### config.mk
export PLATFORM = sky130hd
export DESIGN_NAME = json_uart_rx
export DESIGN_NICKNAME = d
export VERILOG_FILES = /design/src/rtl/json_rx_pkg.sv /design/src/rtl/uart_rx.sv /design/src/rtl/json_uart_rx.sv
export SDC_FILE = /design/constraint.sdc
export NUM_CORES = 1
export LEC_CHECK = 0
export ABC_CLOCK_PERIOD_IN_PS = 16100
export CORE_MARGIN = 2
export CORE_UTILIZATION = 50
export CTS_CLUSTER_SIZE = 24
export DETAILED_ROUTE_END_ITERATION = 16
export HOLD_SLACK_MARGIN = 0.15
export MAX_ROUTING_LAYER = met4
export PLACE_DENSITY = 0.76
export SETUP_SLACK_MARGIN = 0.15
export SLEW_MARGIN = 15
export SYNTH_ARGS = -nofsm -noshare
export SYNTH_HDL_FRONTEND = slang
export SYNTH_SLANG_ARGS = --single-unit
### constraint.sdc
create_clock -name clk -period 16.1 [get_ports clk]
set_clock_uncertainty 0.05 [all_clocks]
set_input_delay 4.83 -clock clk [delete_from_list [all_inputs] [get_ports clk]]
set_output_delay 4.83 -clock clk [all_outputs]
set_load 0.03 [all_outputs]
### src/rtl/json_rx_pkg.sv
// Shared constants, parser state and field encodings for the JSON motor-command receiver.
// Pure definitions; no latency or flow control.
package json_rx_pkg;

    localparam logic [7:0] LBRACE = 8'h7B;
    localparam logic [7:0] RBRACE = 8'h7D;
    localparam logic [7:0] QUOTE  = 8'h22;
    localparam logic [7:0] COLON  = 8'h3A;
    localparam logic [7:0] COMMA  = 8'h2C;
    localparam logic [7:0] MINUS  = 8'h2D;
    localparam logic [7:0] DOT    = 8'h2E;
    localparam logic [7:0] NL     = 8'h0A;
    localparam logic [7:0] SPACE  = 8'h20;
    localparam logic [7:0] CH_T   = 8'h54;
    localparam logic [7:0] CH_L   = 8'h4C;
    localparam logic [7:0] CH_R   = 8'h52;
    localparam logic [7:0] CH_0   = 8'h30;
    localparam logic [7:0] CH_9   = 8'h39;

    localparam logic [15:0] MILLI_MAX = 16'd32767;

    typedef enum logic [3:0] {
        ST_IDLE, ST_KEY_Q, ST_KEY, ST_KEY_END, ST_COLON,
        ST_VAL_SIGN, ST_VAL_INT, ST_VAL_FRAC, ST_EXPECT_NL, ST_ERR_SKIP
    } pstate_e;

    // Encoded as the bit position inside fields_seen = {T,L,R}.
    typedef enum logic [1:0] {
        F_R = 2'd0,
        F_L = 2'd1,
        F_T = 2'd2
    } field_e;

    function automatic logic is_digit(input logic [7:0] b);
        return (b >= CH_0) && (b <= CH_9);
    endfunction

    function automatic logic [15:0] to_milli(input logic [9:0] int_part,
                                             input logic [9:0] frac_part,
                                             input logic       neg);
        logic [19:0] mag;
        logic [15:0] sat;
        mag = 20'(int_part) * 20'd1000 + 20'(frac_part);
        sat = (mag > 20'(MILLI_MAX)) ? MILLI_MAX : mag[15:0];
        return neg ? (16'd0 - sat) : sat;
    endfunction

endpackage

### src/rtl/uart_rx.sv
// 8N1 UART deserialiser: 2-FF sync, half-bit start qualification, mid-bit sampling, stop check.
// rx_valid pulses one cycle after the mid-stop sample; no backpressure, bytes are never held.
module uart_rx #(
    parameter int CLKS_PER_BIT = 434
) (
    input  logic       clk,
    input  logic       rst,
    input  logic       rx_in,
    output logic [7:0] rx_data,
    output logic       rx_valid,
    output logic       rx_ferr
);

    localparam int CW = $clog2(CLKS_PER_BIT + 1);
    localparam logic [CW-1:0] BIT_LAST  = CW'(CLKS_PER_BIT - 1);
    localparam logic [CW-1:0] HALF_LAST = CW'(CLKS_PER_BIT / 2 - 1);

    localparam logic [1:0] U_IDLE  = 2'd0;
    localparam logic [1:0] U_START = 2'd1;
    localparam logic [1:0] U_DATA  = 2'd2;
    localparam logic [1:0] U_STOP  = 2'd3;

    logic [1:0]    sync_q, sync_d;
    logic [1:0]    ust_q, ust_d;
    logic [CW-1:0] cnt_q, cnt_d;
    logic [2:0]    bit_q, bit_d;
    logic [7:0]    sr_q, sr_d;
    logic [7:0]    data_q, data_d;
    logic          vld_q, vld_d;
    logic          ferr_q, ferr_d;
    logic          rx;

    assign rx = sync_q[1];

    always_comb begin
        sync_d = {sync_q[0], rx_in};
        ust_d  = ust_q;
        cnt_d  = cnt_q;
        bit_d  = bit_q;
        sr_d   = sr_q;
        data_d = data_q;
        vld_d  = 1'b0;
        ferr_d = 1'b0;
        case (ust_q)
            U_IDLE: begin
                if (!rx) begin
                    ust_d = U_START;
                    cnt_d = '0;
                end
            end
            U_START: begin
                // A low that does not survive to mid-bit is a glitch, not a start bit.
                if (cnt_q == HALF_LAST) begin
                    cnt_d = '0;
                    bit_d = '0;
                    ust_d = rx ? U_IDLE : U_DATA;
                end else begin
                    cnt_d = cnt_q + CW'(1);
                end
            end
            U_DATA: begin
                if (cnt_q == BIT_LAST) begin
                    cnt_d = '0;
                    sr_d  = {rx, sr_q[7:1]};
                    if (bit_q == 3'd7) begin
                        ust_d = U_STOP;
                    end else begin
                        bit_d = bit_q + 3'd1;
                    end
                end else begin
                    cnt_d = cnt_q + CW'(1);
                end
            end
            default: begin
                if (cnt_q == BIT_LAST) begin
                    cnt_d  = '0;
                    vld_d  = 1'b1;
                    ferr_d = !rx;
                    data_d = sr_q;
                    ust_d  = U_IDLE;
                end else begin
                    cnt_d = cnt_q + CW'(1);
                end
            end
        endcase
    end

    always_ff @(posedge clk or negedge rst) begin
        if (!rst) begin
            sync_q <= 2'b11;
            ust_q  <= U_IDLE;
            cnt_q  <= '0;
            bit_q  <= '0;
            sr_q   <= '0;
            data_q <= '0;
            vld_q  <= 1'b0;
            ferr_q <= 1'b0;
        end else begin
            sync_q <= sync_d;
            ust_q  <= ust_d;
            cnt_q  <= cnt_d;
            bit_q  <= bit_d;
            sr_q   <= sr_d;
            data_q <= data_d;
            vld_q  <= vld_d;
            ferr_q <= ferr_d;
        end
    end

    assign rx_data  = data_q;
    assign rx_valid = vld_q;
    assign rx_ferr  = ferr_q;

endmodule

### src/rtl/json_uart_rx.sv
// Parses {"T":<int>,"L":<dec>,"R":<dec>}\n frames from a UART into milli-unit wheel commands.
// Commit/error strobes one cycle after the deciding byte; no backpressure, the line cannot be stalled.
module json_uart_rx #(
    parameter int CLKS_PER_BIT = 434,
    parameter int TIMEOUT_CLKS = 5_000_000,
    parameter int MAX_LEN      = 64
) (
    input  logic        clk,
    input  logic        rst,
    input  logic        uart_in,
    output logic [7:0]  cmd_t,
    output logic [15:0] cmd_left,
    output logic [15:0] cmd_right,
    output logic [2:0]  fields_seen,
    output logic        cmd_valid,
    output logic        parse_error,
    output logic        busy,
    output logic [7:0]  frame_count
);

    import json_rx_pkg::*;

    localparam int TW = $clog2(TIMEOUT_CLKS + 1);
    localparam int LW = $clog2(MAX_LEN + 2);
    localparam logic [TW-1:0] TMO_LOAD = TW'(TIMEOUT_CLKS);
    localparam logic [LW-1:0] LEN_MAX  = LW'(MAX_LEN);

    logic [7:0] rx_data;
    logic       rx_valid;
    logic       rx_ferr;

    uart_rx #(.CLKS_PER_BIT(CLKS_PER_BIT)) u_uart_rx (
        .clk      (clk),
        .rst      (rst),
        .rx_in    (uart_in),
        .rx_data  (rx_data),
        .rx_valid (rx_valid),
        .rx_ferr  (rx_ferr)
    );

    pstate_e       state_q, state_d;
    field_e        key_q, key_d;
    logic          neg_q, neg_d;
    logic [9:0]    int_acc_q, int_acc_d;
    logic [9:0]    frac_q, frac_d;
    logic [1:0]    frac_cnt_q, frac_cnt_d;
    logic [7:0]    sh_t_q, sh_t_d;
    logic [15:0]   sh_l_q, sh_l_d;
    logic [15:0]   sh_r_q, sh_r_d;
    logic [2:0]    seen_q, seen_d;
    logic [LW-1:0] len_q, len_d;
    logic [TW-1:0] tmo_q, tmo_d;

    logic [7:0]    cmd_t_q, cmd_t_d;
    logic [15:0]   cmd_l_q, cmd_l_d;
    logic [15:0]   cmd_r_q, cmd_r_d;
    logic [2:0]    fields_q, fields_d;
    logic          cmd_valid_q, cmd_valid_d;
    logic          parse_error_q, parse_error_d;
    logic [7:0]    fcount_q, fcount_d;

    logic          err, fail, restart, store, commit;
    logic [3:0]    digit;
    logic [13:0]   int_next;
    logic [9:0]    int_sat;
    logic [9:0]    frac_add;
    logic [7:0]    t_val;
    logic [15:0]   milli_val;

    assign digit     = rx_data[3:0];
    assign int_next  = 14'(int_acc_q) * 14'd10 + 14'(digit);
    assign int_sat   = (int_next > 14'd999) ? 10'd999 : int_next[9:0];
    assign t_val     = (int_acc_q > 10'd255) ? 8'd255 : int_acc_q[7:0];
    assign milli_val = to_milli(int_acc_q, frac_q, neg_q);

    always_comb begin
        case (frac_cnt_q)
            2'd0:    frac_add = 10'(digit) * 10'd100;
            2'd1:    frac_add = 10'(digit) * 10'd10;
            default: frac_add = 10'(digit);
        endcase
    end

    always_comb begin
        state_d    = state_q;
        key_d      = key_q;
        neg_d      = neg_q;
        int_acc_d  = int_acc_q;
        frac_d     = frac_q;
        frac_cnt_d = frac_cnt_q;
        sh_t_d     = sh_t_q;
        sh_l_d     = sh_l_q;
        sh_r_d     = sh_r_q;
        seen_d     = seen_q;
        len_d      = len_q;
        tmo_d      = tmo_q;
        err        = 1'b0;
        fail       = 1'b0;
        restart    = 1'b0;
        store      = 1'b0;
        commit     = 1'b0;

        if (rx_valid) begin
            tmo_d = TMO_LOAD;
            case (state_q)
                ST_IDLE: restart = !rx_ferr && (rx_data == LBRACE);
                ST_ERR_SKIP: begin
                    if (!rx_ferr) begin
                        if (rx_data == LBRACE) begin
                            err     = 1'b1;
                            restart = 1'b1;
                        end else if (rx_data == NL) begin
                            state_d = ST_IDLE;
                        end
                    end
                end
                default: begin
                    if (rx_ferr) begin
                        fail = 1'b1;
                    end else if (rx_data == LBRACE) begin
                        err     = 1'b1;
                        restart = 1'b1;
                    end else if (len_q >= LEN_MAX) begin
                        fail = 1'b1;
                    end else begin
                        len_d = len_q + LW'(1);
                        // Spaces are only significant inside a key name.
                        if (rx_data != SPACE || state_q == ST_KEY) begin
                            case (state_q)
                                ST_KEY_Q: begin
                                    if (rx_data == QUOTE) state_d = ST_KEY;
                                    else                  fail = 1'b1;
                                end
                                ST_KEY: begin
                                    state_d = ST_KEY_END;
                                    if (rx_data == CH_T)      key_d = F_T;
                                    else if (rx_data == CH_L) key_d = F_L;
                                    else if (rx_data == CH_R) key_d = F_R;
                                    else                      fail = 1'b1;
                                end
                                ST_KEY_END: begin
                                    if (rx_data == QUOTE) state_d = ST_COLON;
                                    else                  fail = 1'b1;
                                end
                                ST_COLON: begin
                                    if (rx_data == COLON) begin
                                        state_d    = ST_VAL_SIGN;
                                        neg_d      = 1'b0;
                                        int_acc_d  = '0;
                                        frac_d     = '0;
                                        frac_cnt_d = '0;
                                    end else begin
                                        fail = 1'b1;
                                    end
                                end
                                ST_VAL_SIGN: begin
                                    if (is_digit(rx_data)) begin
                                        int_acc_d = 10'(digit);
                                        state_d   = ST_VAL_INT;
                                    end else if (rx_data == MINUS && !neg_q && key_q != F_T) begin
                                        neg_d = 1'b1;
                                    end else begin
                                        fail = 1'b1;
                                    end
                                end
                                ST_VAL_INT, ST_VAL_FRAC: begin
                                    if (is_digit(rx_data)) begin
                                        if (state_q == ST_VAL_INT) begin
                                            int_acc_d = int_sat;
                                        end else if (frac_cnt_q != 2'd3) begin
                                            frac_d     = frac_q + frac_add;
                                            frac_cnt_d = frac_cnt_q + 2'd1;
                                        end
                                    end else if (rx_data == DOT && state_q == ST_VAL_INT && key_q != F_T) begin
                                        state_d = ST_VAL_FRAC;
                                    end else if (rx_data == COMMA) begin
                                        store   = 1'b1;
                                        state_d = ST_KEY_Q;
                                    end else if (rx_data == RBRACE) begin
                                        store   = 1'b1;
                                        state_d = ST_EXPECT_NL;
                                    end else begin
                                        fail = 1'b1;
                                    end
                                end
                                ST_EXPECT_NL: begin
                                    if (rx_data == NL) begin
                                        commit  = 1'b1;
                                        state_d = ST_IDLE;
                                    end else begin
                                        fail = 1'b1;
                                    end
                                end
                                default: fail = 1'b1;
                            endcase
                        end
                    end
                end
            endcase
        end else if (state_q != ST_IDLE) begin
            if (tmo_q <= TW'(1)) begin
                err     = 1'b1;
                state_d = ST_IDLE;
                tmo_d   = '0;
            end else begin
                tmo_d = tmo_q - TW'(1);
            end
        end

        if (restart) begin
            state_d = ST_KEY_Q;
            len_d   = LW'(1);
            seen_d  = '0;
        end
        if (fail) begin
            err     = 1'b1;
            state_d = ST_ERR_SKIP;
        end
        if (store) begin
            case (key_q)
                F_T: begin
                    sh_t_d    = t_val;
                    seen_d[2] = 1'b1;
                end
                F_L: begin
                    sh_l_d    = milli_val;
                    seen_d[1] = 1'b1;
                end
                F_R: begin
                    sh_r_d    = milli_val;
                    seen_d[0] = 1'b1;
                end
                default: ;
            endcase
        end
    end

    // Live outputs move only at commit; absent keys keep their last committed value.
    always_comb begin
        cmd_t_d       = cmd_t_q;
        cmd_l_d       = cmd_l_q;
        cmd_r_d       = cmd_r_q;
        fields_d      = fields_q;
        fcount_d      = fcount_q;
        cmd_valid_d   = commit;
        parse_error_d = err;
        if (commit) begin
            if (seen_q[2]) cmd_t_d = sh_t_q;
            if (seen_q[1]) cmd_l_d = sh_l_q;
            if (seen_q[0]) cmd_r_d = sh_r_q;
            fields_d = seen_q;
            fcount_d = fcount_q + 8'd1;
        end
    end

    always_ff @(posedge clk or negedge rst) begin
        if (!rst) begin
            state_q       <= ST_IDLE;
            key_q         <= F_T;
            neg_q         <= 1'b0;
            int_acc_q     <= '0;
            frac_q        <= '0;
            frac_cnt_q    <= '0;
            sh_t_q        <= '0;
            sh_l_q        <= '0;
            sh_r_q        <= '0;
            seen_q        <= '0;
            len_q         <= '0;
            tmo_q         <= '0;
            cmd_t_q       <= '0;
            cmd_l_q       <= '0;
            cmd_r_q       <= '0;
            fields_q      <= '0;
            cmd_valid_q   <= 1'b0;
            parse_error_q <= 1'b0;
            fcount_q      <= '0;
        end else begin
            state_q       <= state_d;
            key_q         <= key_d;
            neg_q         <= neg_d;
            int_acc_q     <= int_acc_d;
            frac_q        <= frac_d;
            frac_cnt_q    <= frac_cnt_d;
            sh_t_q        <= sh_t_d;
            sh_l_q        <= sh_l_d;
            sh_r_q        <= sh_r_d;
            seen_q        <= seen_d;
            len_q         <= len_d;
            tmo_q         <= tmo_d;
            cmd_t_q       <= cmd_t_d;
            cmd_l_q       <= cmd_l_d;
            cmd_r_q       <= cmd_r_d;
            fields_q      <= fields_d;
            cmd_valid_q   <= cmd_valid_d;
            parse_error_q <= parse_error_d;
            fcount_q      <= fcount_d;
        end
    end

    assign cmd_t       = cmd_t_q;
    assign cmd_left    = cmd_l_q;
    assign cmd_right   = cmd_r_q;
    assign fields_seen = fields_q;
    assign cmd_valid   = cmd_valid_q;
    assign parse_error = parse_error_q;
    assign busy        = (state_q != ST_IDLE);
    assign frame_count = fcount_q;

endmodule

==> results.md <==
- Final Wtd Congestion: approximately 0.95
- Setup repair after global routing missed its margin: no
- Core Util, Final: between 50 and 60%
- Post-synthesis mux area share: approximately 6%
- Initial Util: between 50% and 60%
- Post-synth EDFFs: 0
- Dpl cell area: roughly 0.014 mm2
- Top cells by area, synth: dfrtp_1 (35%), ha_1 (10%), fa_1 (5.5%)
- # rows: 59
- CP Data Arrival Time: between 8000 and 9000 ps
- Via count: 10,400
- Synth top area share: 35.5%
- Unique masters post-synth: 84
- Detail-routed via count per cell: 5.84
- Endpoint class of the critical path: register
- CTS Root Cell: clkbuf_16
- Synth Area in Compound Gates: 14.9%
- Area grow syn2layout: 11.0%
- Cells after Synth: about 1,400
- Clk_lat worst skew: 450 ps
- Antenna fix cells: 0
- Leak Pwr: roughly 7.0 nW
- Clock transition at the registers of the reported paths: 90 ps
- CP max stage delay: roughly 660 ps
- Final wirelength: 29,200 um
- Clk sink count: about 190
- Post-Synth Simple-Gate Area: around a fifth
- Initial antenna violation count: 0
- Syn nets: between 1,500 and 2,000
- Crit-path cells: inv_1, fa_1, fa_1, fa_1, fa_1, inv_1, ha_1, a21oi_1, o21ai_1, or4_1, and3_1, or2_0, a2111o_1, mux2_4, nor2_1, ha_1, nor3b_1, nand2_1, or3_1, or4_1, a21oi_1, nor4b_1, o2111ai_1, nand2_1
- Core footprint: between 0.02 and 0.03 mm2
- H-tree levels: 4
- Number of I/O port buffers: 56
- Tightest Hold Check Type: reg -> reg
- CTS tree: built
- First-pass GRT wire length: 49,300 um
- Cell Pwr Density: about 63 mW/mm2
- Post-DP HPWL: about 21,000 um
- Slew @ Worst Pin: approximately 970 ps
- Fin. max-slew vios: 0
- Gr usage total: a little over a fifth
- Synthesized flop and latch total: 189
- Synth Cell Area: about 0.013 mm2
- Overall power: around 0.00092 W
- Avg Inst Size Synth: just over 9 um2
- Cell mode on critical path: fa_1
- Buffer count from post-CTS setup fixing: 0
- Cts hold-fix bufs: 0
- Tcrit/Tclk final: between 50 and 60%
- YS warnings: 0
- Final hold violation count: 0
- R2r worst-path depth: 24
- Die X-Extent: 166 um
- Post-synth ARST share: 100%
- Post_cts resized: 0
- Tmin final: 8170 ps
- IO Pins: 57
- CP Max Fanout: 33
- Drt pass-1 iters: 5
- Die area: between 0.02 and 0.03 mm2
- Synth Flop Type: dfrtp_1
- CP max-delay cell: dfrtp_1
- Maximum clock rate: approximately 0.12 GHz
- Routed len/inst: between 15 and 20 um
- Cts bufs inserted: 17
- Post-Synth XOR/XNOR Area: under 10%
- Worst hold path depth: 0
- Iter 0 DRT Violations: roughly 760
- Share of cells above drive strength 1: around 8.5%
- Final setup vio count: 0
- Cell accounting for the most synthesized area: dfrtp_1
- Worst relative slew slack: about a third
- Nets: about 1,600
- Residual DRC: 0
- Commonest cells post-synth: dfrtp_1 (186), nand2_1 (151), nor2_1 (118)
- Global route overflow: 0
- Die span in y: between 150 and 200 um
- Most frequent cell after synthesis: dfrtp_1
- # Max-Cap Violations: 0
- Adder-cell share of the synthesized area: approximately 16%
- Status: completed
- Setup TNS: 0 ps
- Vias in the first global route: just over 10,000
- Area of all placed cells without fillers: 0.0146 mm2
- Max rail drop VDD: around 51 uV
- Pin count of the biggest net entering global routing: 111
- Register area share after synthesis: between 30% and 40%
- Critical path class: reg -> reg
- WP data required: roughly 16,000 ps
- Main combinational cell family by area after synthesis: simple AND/OR/NAND/NOR gates
- Final antenna-violating net count: 0
- Worst Setup Start Kind: register
- Clock Path Buffers: 2
-- power by group --
| group | total [W] | switching, W | internal [W] | leakage [nW] |
|---|---|---|---|---|
| Clock | 0.000434 | 0.000221 | 0.000213 | 0.298 |
| Combinational | 0.00000969 | 0.00000903 | 0.000000660 | 4.07 |
| Sequential | 0.000475 | 0.000000246 | 0.000475 | 2.62 |
-- cells in the final DEF, fill, tap and decap left out, types with 20 or more instances in the layout --
| cell type | Yosys | final |
|---|---|---|
| xor2_1 | 20 | 20 |
| nor2_1 | 118 | 118 |
| dfrtp_1 | 186 | 186 |
| o21ai_0 | 80 | 80 |
| nor2b_1 | 24 | 24 |
| a21oi_1 | 50 | 50 |
| fa_1 | 36 | 36 |
| ha_1 | 107 | 107 |
| xnor2_1 | 36 | 36 |
| mux2_2 | 55 | 55 |
| nor3_1 | 40 | 40 |
| o21ai_1 | 21 | 21 |
| nand3_1 | 33 | 33 |
| clkdlybuf4s50_1 | 0 | 55 |
| inv_1 | 96 | 96 |
| nand2b_1 | 21 | 21 |
| nand2_1 | 151 | 151 |
-- per-stage QoR --
stage | hold WS (ps) | setup WS (ps) | instances
after floorplan | 295 | 8550 | 1405
after global placement | 296 | 8200 | 1754
after detailed placement | 299 | 7980 | 1754
after CTS | 310 | 7960 | 1786
after global routing | 320 | 7300 | 1786
final | 308 | 7930 | 1786
-- final timing paths --
kind	to	slack [ps]	start
max	sh_l_q[14]	7930	int_acc_q[1]
min	u_uart_rx.sync_q[1]	310	u_uart_rx.sync_q[0]
max reg2reg	sh_l_q[14]	7930	int_acc_q[1]
min reg2reg	u_uart_rx.sync_q[1]	310	u_uart_rx.sync_q[0]
min in group asynchronous	cmd_left[12]	4400	rst
max in group asynchronous	frac_q[3]	10080	rst
-- cell families after synthesis --
group,Yosys count
AOI/OAI and AO/OA,294
buffers and inverters,147
DFF,189
xor gates and xnor gates,56
adders and majority gates,144
and+or+nand+nor,506
muxes,69
-- registers in the layout, summed over array words and instances, names as in the netlist, 4 cells and up --
signal             flops
cmd_left              16
cmd_right             16
cmd_t                  8
frac_q                10
frame_count            8
int_acc_q             10
len_q                  7
sh_l_q                16
sh_r_q                16
sh_t_q                 8
state_q                4
tmo_q                 23
u_uart_rx.cnt_q        9
u_uart_rx.rx_data      8
u_uart_rx.sr_q         8
-- area by class of cell --
type                    instances  area, um2
well taps                     335        419
repair buffers                 63        617
clock buffers                  17        425
flip-flops and latches        189       4730
inverters                      98        368
fillers                      2193      11400
clock inverters                15        190
multi-input cells            1069       7800
-- routing by layer --
| layer | global-route usage (%) | vias to the layer above | part of all wire (%) |
|---|---|---|---|
| met1 | 28.6 | 5052 | 46 |
| met2 | 35.2 | 269 | 48 |
| met5 | - | - | 0 |
| met4 | 8.24 | 0 | 2.3 |
| met3 | 3.17 | 54 | 4.5 |
| li1 | - | 5062 | - |
-- critical path, delay by kind of cell, from the launching register on --
family,cells,cell delay (ps)
AO/OA/AOI/OAI,5,1140
adder cells (fa/ha/maj),6,2620
multiplexers,1,430
AND/OR/NAND/NOR,10,3020
flip-flops,1,660
buffers and inverters,2,170
(Power assumes the default switching activity.)
